===== src/rtl/low_priority_request_serializer_pkg.sv =====
// low_priority_request_serializer_pkg: shared state encoding and default sizing
// for the request serializer.
package low_priority_request_serializer_pkg;
    typedef enum logic {IDLE, SERVE} ser_state_t;
    localparam int NUM_REQ_DEFAULT = 8;
endpackage


===== src/rtl/low_priority_request_serializer_lowest_set_index.sv =====
// lowest_set_index: combinational lowest-set-bit finder returning the bit index,
// an any-set flag and the isolated one-hot bit.
module lowest_set_index
    import low_priority_request_serializer_pkg::*;
#(
    parameter int NUM_REQ = NUM_REQ_DEFAULT
) (
    input  logic [NUM_REQ-1:0]         vector,
    output logic [$clog2(NUM_REQ)-1:0] index,
    output logic                       any_set,
    output logic [NUM_REQ-1:0]         one_hot
);
    localparam int IDX_W = $clog2(NUM_REQ);

    always_comb begin
        index = '0;
        for (int i = NUM_REQ - 1; i >= 0; i--)
            if (vector[i]) index = i[IDX_W-1:0];
        any_set = |vector;
        // two's-complement trick isolates the lowest set bit
        one_hot = vector & (~vector + NUM_REQ'(1));
    end
endmodule


===== src/rtl/low_priority_request_serializer.sv =====
// low_priority_request_serializer: captures a request vector and drains the index
// of every set bit, lowest first, over a valid/ready handshake.
module low_priority_request_serializer
    import low_priority_request_serializer_pkg::*;
#(
    parameter int NUM_REQ = NUM_REQ_DEFAULT
) (
    input  logic                       Clock_In,
    input  logic                       Reset_N_In,
    input  logic [NUM_REQ-1:0]         Req_Vector_In,
    input  logic                       Req_Valid_In,
    output logic                       Req_Ready_Out,
    output logic [$clog2(NUM_REQ)-1:0] Index_Out,
    output logic                       Index_Valid_Out,
    input  logic                       Index_Ready_In,
    output logic                       Last_Out,
    output logic                       Zero_Drop_Out
);
    localparam int IDX_W = $clog2(NUM_REQ);

    ser_state_t         state_q, state_d;
    logic [NUM_REQ-1:0] pending_q, pending_d, one_hot;
    logic [IDX_W-1:0]   index;
    logic               alive_q, zero_drop_q, zero_drop_d;
    logic               any_set, last, capture, take;

    lowest_set_index #(.NUM_REQ(NUM_REQ)) u_lowest_set_index (
        .vector  (pending_q),
        .index   (index),
        .any_set (any_set),
        .one_hot (one_hot)
    );

    always_comb begin
        last        = any_set && ((pending_q & ~one_hot) == '0);
        capture     = state_q == IDLE && alive_q && Req_Valid_In;
        take        = state_q == SERVE && Index_Ready_In;
        zero_drop_d = capture && Req_Vector_In == '0;
        state_d     = state_q;
        pending_d   = pending_q;
        if (capture && Req_Vector_In != '0) begin
            state_d   = SERVE;
            pending_d = Req_Vector_In;
        end
        if (take) begin
            pending_d = pending_q & ~one_hot;
            state_d   = last ? IDLE : SERVE;
        end
    end

    // alive_q holds ready low until the first edge after reset release
    always_ff @(posedge Clock_In or negedge Reset_N_In) begin
        if (!Reset_N_In) begin
            state_q     <= IDLE;
            pending_q   <= '0;
            zero_drop_q <= 1'b0;
            alive_q     <= 1'b0;
        end else begin
            state_q     <= state_d;
            pending_q   <= pending_d;
            zero_drop_q <= zero_drop_d;
            alive_q     <= 1'b1;
        end
    end

    assign Req_Ready_Out   = state_q == IDLE && alive_q;
    assign Index_Valid_Out = state_q == SERVE;
    assign Index_Out       = index;
    assign Last_Out        = last;
    assign Zero_Drop_Out   = zero_drop_q;
endmodule

===== config.mk =====
export PLATFORM = sky130hd
export DESIGN_NAME = low_priority_request_serializer
export DESIGN_NICKNAME = d
export VERILOG_FILES = /design/src/rtl/low_priority_request_serializer_pkg.sv /design/src/rtl/low_priority_request_serializer_lowest_set_index.sv /design/src/rtl/low_priority_request_serializer.sv
export SDC_FILE = /design/constraint.sdc
export NUM_CORES = 1
export LEC_CHECK = 0
export CORE_MARGIN = 5
export CORE_UTILIZATION = 48
export CTS_CLUSTER_DIAMETER = 40
export DETAILED_ROUTE_END_ITERATION = 8
export MAX_ROUTING_LAYER = met4
export PLACE_DENSITY_LB_ADDON = 0.2
export SLEW_MARGIN = 10
export SYNTH_ARGS = -nofsm -noshare
export SYNTH_HDL_FRONTEND = slang
export SYNTH_SLANG_ARGS = --single-unit

===== constraint.sdc =====
create_clock -name Clock_In -period 3.5 [get_ports Clock_In]
set_input_delay 0.35 -clock Clock_In [delete_from_list [all_inputs] [get_ports Clock_In]]
set_output_delay 0.35 -clock Clock_In [all_outputs]
set_load 0.005 [all_outputs]

; After elaboration in Yosys (flattened, before gate mapping)
; Cells that the tools add are included.
[totals]
reg_bits = 11
input_bits = 12
out_inout_bits = 7
[op_classes]
n_addsub = 1
mux = 13
bitwise_logic = 5
n_reduce_logical = 11
[op_table]
columns = op, n
row1 = 3-bit 2-to-1 mux, 8
row2 = 8-bit AND, 2
row3 = 8-bit logical NOT, 2
row4 = 8-bit 2-to-1 mux, 2
row5 = 8-bit NOT, 2
row6 = "8-bit by 1-bit adder with 8-bit output, second input constant", 1
row7 = 8-bit nonzero test, 1
row8 = 8-bit OR reduction, 1
row9 = 1-bit logical AND, 6
row10 = 1-bit 2-to-1 mux, 3
row11 = 2-bit nonzero test, 1
row12 = 1-bit NOT, 1

; Depth between registers and ports, before layout
; Gate-level depths: netlist of the first run.
[depth]
ltp_word = 9
ltp_mapped = 5
mapped_depth_nobuf = 4

; By module
; From an unflattened synthesis of the first run, not the netlist that was laid out.
[hier_totals]
cells_unflattened = 92
area_unflattened_um2 = 743.2
[modules_own_cells]
columns = module, instances, cells_per_inst, area_per_inst_um2, seq_area_each_um2
row1 = low_priority_request_serializer, 1, 69, 604.3, 275.3
row2 = lowest_set_index, 1, 23, 138.9, 0.0

; Worst setup path after synthesis of the first run
; No wires, ideal clock.
[synth_path]
path_type = reg2out
from = register pending_q[3]
to = output port Last_Out
arrival_ns = 1.164
required_time_ns = 3.150
slack_ns = 1.986
path_stages_with_launch = 4
cell_sequence = dfrtp_1 nor4_2 o2111ai_1 a31oi_2
[synth_between]
elab_chain_len = 7
elab_cells_between_ends = 8
cone_classes = 1 x add/sub / 4 x bitwise / 3 x reduce/logical
[synth_rtl]
columns = element, line
row1 = start: declaration, low_priority_request_serializer.sv:22  ; logic [NUM_REQ-1:0] pending_q, pending_d, one_hot;
row2 = start signal: assignment, low_priority_request_serializer.sv:60  ; pending_q <= pending_d;
row3 = 8-bit NOT, low_priority_request_serializer_lowest_set_index.sv:21  ; one_hot = vector & (~vector + NUM_REQ'(1));
row4 = 8-bit by 1-bit adder with 8-bit output, low_priority_request_serializer_lowest_set_index.sv:21
row5 = 8-bit AND, low_priority_request_serializer_lowest_set_index.sv:21
row6 = 8-bit NOT, low_priority_request_serializer.sv:35  ; last = any_set && ((pending_q & ~one_hot) == '0);
row7 = 8-bit AND, low_priority_request_serializer.sv:35
row8 = 8-bit logical NOT, low_priority_request_serializer.sv:35
row9 = 1-bit logical AND (*), low_priority_request_serializer.sv:35
row10 = end: declaration, low_priority_request_serializer.sv:16  ; output logic Last_Out,
; Every way passes the cells marked *; elsewhere a longest branch is shown, timed or not.

; Worst setup path in the final report of the first run
; Ends and elaborated chain as after synthesis.

==> results of run 1 <==
[synthesized netlist by cell type (all sizes together) (3+ instances only)]
cell and number:
buf 3, nand2 7, a21oi 5, a32o 4
inv 3, dfrtp 11, nor2 4, nor4 3
nor3 5, o21ai 7
[final timing paths]
check	startpoint	end	slack, ns	cells past startpoint
max	pending_q[3]	Last_Out	1.04	4
min	Reset_N_In	pending_q[0]	0.41	1
max reg2reg	pending_q[0]	pending_q[7]	1.85	4
min reg2reg	alive_q	Zero_Drop_Out	0.56	2
max in group asynchronous	Reset_N_In	pending_q[2]	2.76	1
min in group Clock_In	alive_q	Zero_Drop_Out	0.56	2
[layer usage]
metal | vias up | wire length, um
met5 | - | 0
met4 | 0 | 0
met3 | 0 | 96
met2 | 25 | 780
met1 | 307 | 735
li1 | 304 | -
[power breakdown]
part | total [mW] | internal [mW] | switching [mW]
Clock | 0.0882 | 0.0441 | 0.0441
Combinational | 0.426 | 0.252 | 0.174
Sequential | 0.257 | 0.171 | 0.0853
[layout make-up]
| class | instances | area, um2 | share of cell area [%] |
|---|---|---|---|
| multi-input combinational | 54 | 344 | 40.2 |
| sequential | 11 | 275 | 32.2 |
| timing repair buffer | 18 | 180 | 21.1 |
| clock buffer | 4 | 26.3 | 3.07 |
| tap | 15 | 18.8 | 2.19 |
| inverter | 3 | 11.3 | 1.32 |
[cells by family (layout without fill, tap and decap cells)]
family | after synthesis | in the layout
flip-flops | 11 | 11
multiplexers | 1 | 1
AND/OR/NAND/NOR | 28 | 28
XOR/XNOR | 1 | 1
buffers and inverters | 6 | 25
other | 1 | 1
AO/OA/AOI/OAI | 23 | 23
[registers in the layout, summed over array words and instances (netlist names)]
register,cells
pending_q,8
Index_Valid_Out,1
Zero_Drop_Out,1
alive_q,1
==> impl_summary.log, run 1 <==
INFO  metric gp_congestion = 0.860
INFO  metric worstMarginPinSlew = 0.593 ns
INFO  metric cts_buffers = 3
INFO  metric synth_area_leader_cell = sky130_fd_sc_hd__dfrtp_1
INFO  metric fillCellCount = 113
INFO  metric layout_setup_ws = about 1.0 ns
INFO  metric floorplan.die.height = 46.9 um
INFO  metric post-layout-total-power = 0.770 mW
INFO  metric pin_count = 19
INFO  metric design.die.area = between 2000 and 2500 um2
INFO  metric grt_pass1_vias = 614
INFO  metric timing.final.crit_period = around 2.5 ns
INFO  metric worst_setup_hold_path_clk_slew = 0.07 ns
INFO  metric clkSinkCount = 11
INFO  metric syn-num-nets = 83
INFO  metric grt_max_degree = 12
INFO  metric clock_insertion_delay_worst_skew = 0.27 ns
INFO  metric synth_largest_type_area_fraction = 42.2%
INFO  metric power.static_leakage = 0.324 nW
INFO  metric critical_path.top_delay_family = buffers and inverters
INFO  metric synth_area_per_inst = 9.18 um2
INFO  metric core_area = 1280 um2
INFO  metric worstHoldPathType = primary input to async pin
INFO  metric timing.setup.tns = 0 ns
INFO  metric first_iter_violations = 24
INFO  metric drc_errors = 0
INFO  metric crit_path_max_incr_delay = 0.53 ns
INFO  metric synth-edff-count = 0
INFO  metric sort_of_element_at_the_end_of_the_critical_path = output pin
INFO  metric worst_setup_path_start_kind = flop
INFO  metric detailed_placement_hpwl = 1240 um
INFO  metric slew_viol_final = 0
INFO  metric dpl_worst_slack = about 1.4 ns
INFO  metric grt.overflow.total = 0
INFO  metric mostFrequentLayoutCell = sky130_fd_sc_hd__clkdlybuf4s50_1
INFO  metric max_cap_violations = 0
INFO  metric globalRouteTotalUtil = about 18%
INFO  metric crit_buf_inv = 1
INFO  metric post-place-cells = between 100 and 150
INFO  metric die_width = about 47 um
INFO  metric clockRootBuffer = sky130_fd_sc_hd__clkbuf_4
INFO  metric tritoncts = yes
INFO  metric areaGrowthSynthToFinish = 31.3%
INFO  metric yosysUniqueCellTypes = 29
INFO  metric antenna_cells_inserted = 0
INFO  metric post_synth_instance_area = 652 um2
INFO  metric ctsHtreeMaxLevel = 1
INFO  metric standard_cell_area_after_detailed_placement = between 800 and 900 um2
INFO  metric status = completed
INFO  metric start_util = between 50 and 60%
INFO  metric design_area = about 860 um2
INFO  metric synth_cells = 71
INFO  metric dr_total_vias = 636
INFO  metric antenna_violating_nets_post_route = 0
INFO  metric wirelength = ~1600 um
INFO  metric highest_count_cells_in_the_layout_ignoring_fill_and_taps = sky130_fd_sc_hd__clkdlybuf4s50_1 (18), sky130_fd_sc_hd__dfrtp_1 (11), sky130_fd_sc_hd__o21ai_0 (7), sky130_fd_sc_hd__nand2_1 (7)
INFO  metric dr.pass1.iters = 4
INFO  metric postSynthRegisterBits = 11
INFO  metric post_layout_nonfiller_instances = 105
INFO  metric vdd_drop_max = 351 uV
INFO  metric synth-xor-area-share = 1.34%
INFO  metric worstPathArrival = 2.11 ns
INFO  metric crit_slowest_cell = sky130_fd_sc_hd__clkdlybuf4s50_1
INFO  metric std_cell_rows = 13
INFO  metric finalSetupViolations = 0
INFO  metric grt-busiest-layer = met2
INFO  metric met1_usage = 23.0%
INFO  metric cp.required = 3.15 ns
INFO  metric async_flop_share = 100%
INFO  metric fin_worst_hold_slack = 0.409 ns
INFO  metric synth_simple_gate_area_share = 24.8%
INFO  metric clock-skew-final = 0.00165 ns
INFO  metric drt-vias-per-instance = 6.06
INFO  metric cts.repair.resized = 0
INFO  metric post_cts.repair.setup_buffers = 0
INFO  metric finish.net_count = approximately 100
INFO  metric synth.area.mux_share = 1.54%
INFO  metric ys_seq_area_share = 42.2%
INFO  metric timing.final.crit_share = 70.2%
INFO  metric area_fraction_in_compound_gates_after_synthesis = 24.6%
INFO  metric number_of_antenna_violations_at_the_first_check_in_global_routing = 0
INFO  metric crit_fanout = 8
INFO  metric critPathKind = flop to output pin
INFO  metric most_used_flip_flop_cell_after_synthesis = sky130_fd_sc_hd__dfrtp_1
INFO  metric drive_gt1_share = 8.89%
INFO  metric ratio_of_total_power_to_cell_area = 900 nW/um2
INFO  metric utilization = 66.6%
INFO  metric yosys.area_share.adder = 0%
INFO  metric groute.layer.met3.usage = 3.45%
INFO  metric final_hold_violations = 0
INFO  metric path_cells = nor4_2 -> o2111ai_1 -> a31oi_2 -> clkdlybuf4s50_1
INFO  metric met2_usage = between 20% and 30%
INFO  metric max_clock_freq = between 0.4 and 0.5 GHz
INFO  metric synthTopCellsByArea = sky130_fd_sc_hd__dfrtp_1 (42%), sky130_fd_sc_hd__a32o_1 (6.1%), sky130_fd_sc_hd__o21ai_0 (5.4%), sky130_fd_sc_hd__nand2_1 (4.0%), sky130_fd_sc_hd__a21oi_1 (3.8%)
INFO  metric routedWlPerCell = 15.4 um
INFO  metric postCtsHoldBufs = 0
INFO  metric ys.warnings.count = 0
INFO  metric setup_repair_after_global_routing_missed_its_margin = false
INFO  metric synth_top_family_by_area = simple AND/OR/NAND/NOR gates
INFO  metric cts.path.max_buffers = 2
INFO  metric timing.max_slew.rel_slack = 60.5%
INFO  metric grt_pass1_wl = 2630 um
INFO  metric buffer_ports.inserted = 18
Power figures use the tool's default switching activity.
==> inputs of run 2 (changes only) <==
CORE_UTILIZATION = 45   (was 48)
clock period = 2.4 ns   (was 3.5 ns; I/O delays follow)
==> run 2 against run 1 <==
- sequential share of layout area fell by 0.33 points
- critical endpoint unchanged
- critical path type unchanged
- largest cell class unchanged
- core utilization fell by 1.8 points
- clock power rose by 44%
- global-route usage fell by 0.80 points
- cell count did not move
- register-to-register slack got worse by 1.0 ns
==> impl_summary.log, run 2 (synthesis gave the netlist of run 1 again) <==
INFO  metric status = completed
INFO  metric die_width = 48.1 um (+2.6%)
INFO  metric first_iter_violations = 26 (+8.3%)
INFO  metric timing.final.crit_share = 94.2%
INFO  metric standard_cell_area_after_detailed_placement = 830 um2 (unchanged)
INFO  metric post_cts.repair.setup_buffers = 0 (unchanged)
INFO  metric power.static_leakage = 0.327 nW (+0.95%)
INFO  metric ctsHtreeMaxLevel = 1 (unchanged)
INFO  metric wirelength = 1720 um (+6.8%)
INFO  metric worst_setup_path_start_kind = flop
INFO  metric worstMarginPinSlew = 0.534 ns (-0.0595 ns)
INFO  metric postCtsHoldBufs = 0 (unchanged)
INFO  metric path_cells = nor4_4 -> o2111ai_1 -> a31oi_2 -> clkdlybuf4s50_1
INFO  metric crit_fanout = 8 (unchanged)
INFO  metric grt_pass1_vias = 586 (-4.6%)
INFO  metric globalRouteTotalUtil = 16.7% (-0.80 points)
INFO  metric worstHoldPathType = primary input to async pin
INFO  metric std_cell_rows = 13 (unchanged)
INFO  metric drive_gt1_share = 8.89% (unchanged)
INFO  metric clkSinkCount = 11 (unchanged)
INFO  metric cp.required = 2.16 ns (-0.99 ns)
INFO  metric antenna_violating_nets_post_route = 0 (unchanged)
INFO  metric timing.final.crit_period = 2.26 ns
INFO  metric clock-skew-final = 0.00425 ns (+0.00260 ns)
INFO  metric timing.setup.tns = 0 ns (unchanged)
INFO  metric finalSetupViolations = 0 (unchanged)
INFO  metric pin_count = 19 (unchanged)
INFO  metric crit_slowest_cell = sky130_fd_sc_hd__clkdlybuf4s50_1
INFO  metric max_clock_freq = 0.442 GHz
INFO  metric ratio_of_total_power_to_cell_area = 1320 nW/um2 (+46%)
INFO  metric routedWlPerCell = 16.4 um (+6.8%)
INFO  metric core_area = 1330 um2 (+3.8%)
INFO  metric worst_setup_hold_path_clk_slew = 0.07 ns (about the same)
INFO  metric timing.max_slew.rel_slack = 64.4% (+4.0 points)
INFO  metric clockRootBuffer = sky130_fd_sc_hd__clkbuf_4
INFO  metric mostFrequentLayoutCell = sky130_fd_sc_hd__clkdlybuf4s50_1
INFO  metric antenna_cells_inserted = 0 (unchanged)
INFO  metric worstPathArrival = 2.02 ns (-0.09 ns)
INFO  metric drc_errors = 0 (unchanged)
INFO  metric tritoncts = yes
INFO  metric finish.net_count = 103 (unchanged)
INFO  metric crit_path_max_incr_delay = 0.52 ns (about the same)
INFO  metric cts_buffers = 3 (unchanged)
INFO  metric multi_input_comb_area = 353 um2 (+2.5%)
INFO  metric grt.overflow.total = 0 (unchanged)
INFO  metric register_area = 275 um2 (unchanged)
INFO  metric grt_pass1_wl = 2530 um (-3.7%)
INFO  metric floorplan.die.height = 48.1 um (+2.6%)
INFO  metric dr.pass1.iters = 4 (unchanged)
INFO  metric buffer_ports.inserted = 18 (unchanged)
INFO  metric design.die.area = 2310 um2 (+5.2%)
INFO  metric max_cap_violations = 0 (unchanged)
INFO  metric largest_register_ff_count = 8 (unchanged)
INFO  metric areaGrowthSynthToFinish = 32.6%
INFO  metric fillCellCount = 111 (-1.8%)
INFO  metric number_of_antenna_violations_at_the_first_check_in_global_routing = 0 (unchanged)
INFO  metric cts.path.max_buffers = 2 (unchanged)
INFO  metric start_util = 48.9% (-1.9 points)
INFO  metric final_hold_violations = 0 (unchanged)
INFO  metric detailed_placement_hpwl = 1270 um (+2.3%)
INFO  metric setup_repair_after_global_routing_missed_its_margin = false
INFO  metric clock_insertion_delay_worst_skew = 0.27 ns (about the same)
INFO  metric gp_congestion = 0.931 (+8.2%)
INFO  metric grt_max_degree = 12 (unchanged)
INFO  metric sort_of_element_at_the_end_of_the_critical_path = output pin
INFO  metric vdd_drop_max = 576 uV (+64%)
INFO  metric slew_viol_final = 0 (unchanged)
INFO  metric max_flop_register = pending_q
INFO  metric dr_total_vias = 674 (+6.0%)
INFO  metric design_area = 865 um2 (+1.0%)
INFO  metric critPathKind = flop to output pin
INFO  metric highest_count_cells_in_the_layout_ignoring_fill_and_taps = sky130_fd_sc_hd__clkdlybuf4s50_1 (18), sky130_fd_sc_hd__dfrtp_1 (11), sky130_fd_sc_hd__o21ai_0 (7), sky130_fd_sc_hd__nand2_1 (7)
INFO  metric drt-vias-per-instance = 6.42 (+6.0%)
run 2: cell count changes in the layout (fill, tap and decap cells not counted):
cell / delta
sky130_fd_sc_hd__nor4_4: +1
sky130_fd_sc_hd__nor4_2: -1
run 2: final cells by class:
cell class                 count  area share, %
inverter                       3           1.30
sequential                    11           31.8
tap                           15           2.17
clock buffer                   4           3.04
multi-input combinational     54           40.8
timing repair buffer          18           20.8
run 2: path summary, 6_finish.rpt:
path	depth (start not counted)	to	slack, ns	start
max reg2reg	4	pending_q[5]	0.81	pending_q[0]
min reg2reg	2	Zero_Drop_Out	0.59	alive_q
min in group Clock_In	3	pending_q[1]	0.57	Req_Vector_In[1]
min	1	pending_q[7]	0.31	Reset_N_In
max in group asynchronous	1	pending_q[6]	1.74	Reset_N_In
max	4	Last_Out	0.14	pending_q[1]
run 2: metal layers:
metal	wire length (um)	share of wire [%]	global-route usage, %
met1	742	43	21.3
met2	797	46	25.9
met3	142	8.2	3.38
met4	40	2.3	6.45
met5	0	0	-
run 2: repair_timing:
item / 4_1_cts / 5_1_grt
hold endpoints to repair: 0 / 0
endpoints found under the setup margin: 0 / 1
resized for setup: 0 / 1
run 2: critical path: cells and delay by family, from the launching register on:
family	cells	cell delay, ns
flip-flops	1	0.49
AND/OR/NAND/NOR	1	0.33
buffers and inverters	1	0.52
AO/OA/AOI/OAI	2	0.41
run 2: power breakdown:
part	leakage, nW	switching, mW	internal, mW
registers	0.142	0.141	0.250
logic	0.170	0.243	0.378
clock network	0.0150	0.0626	0.0643
total	0.327	0.446	0.692
run 2: through the flow:
step	cells	hold slack (ns)	power, mW	utilization [%]	setup WS, ns
after CTS	105	0.326	1.12	64.2	0.0967
after global placement	101	0.545	0.979	62.2	0.452
after floorplan	71	-0.0556	0.732	-	0.996
final	105	0.311	1.14	64.8	0.139
after global routing	105	0.344	1.23	64.8	0.0344
after detailed placement	101	0.567	0.990	62.2	0.391
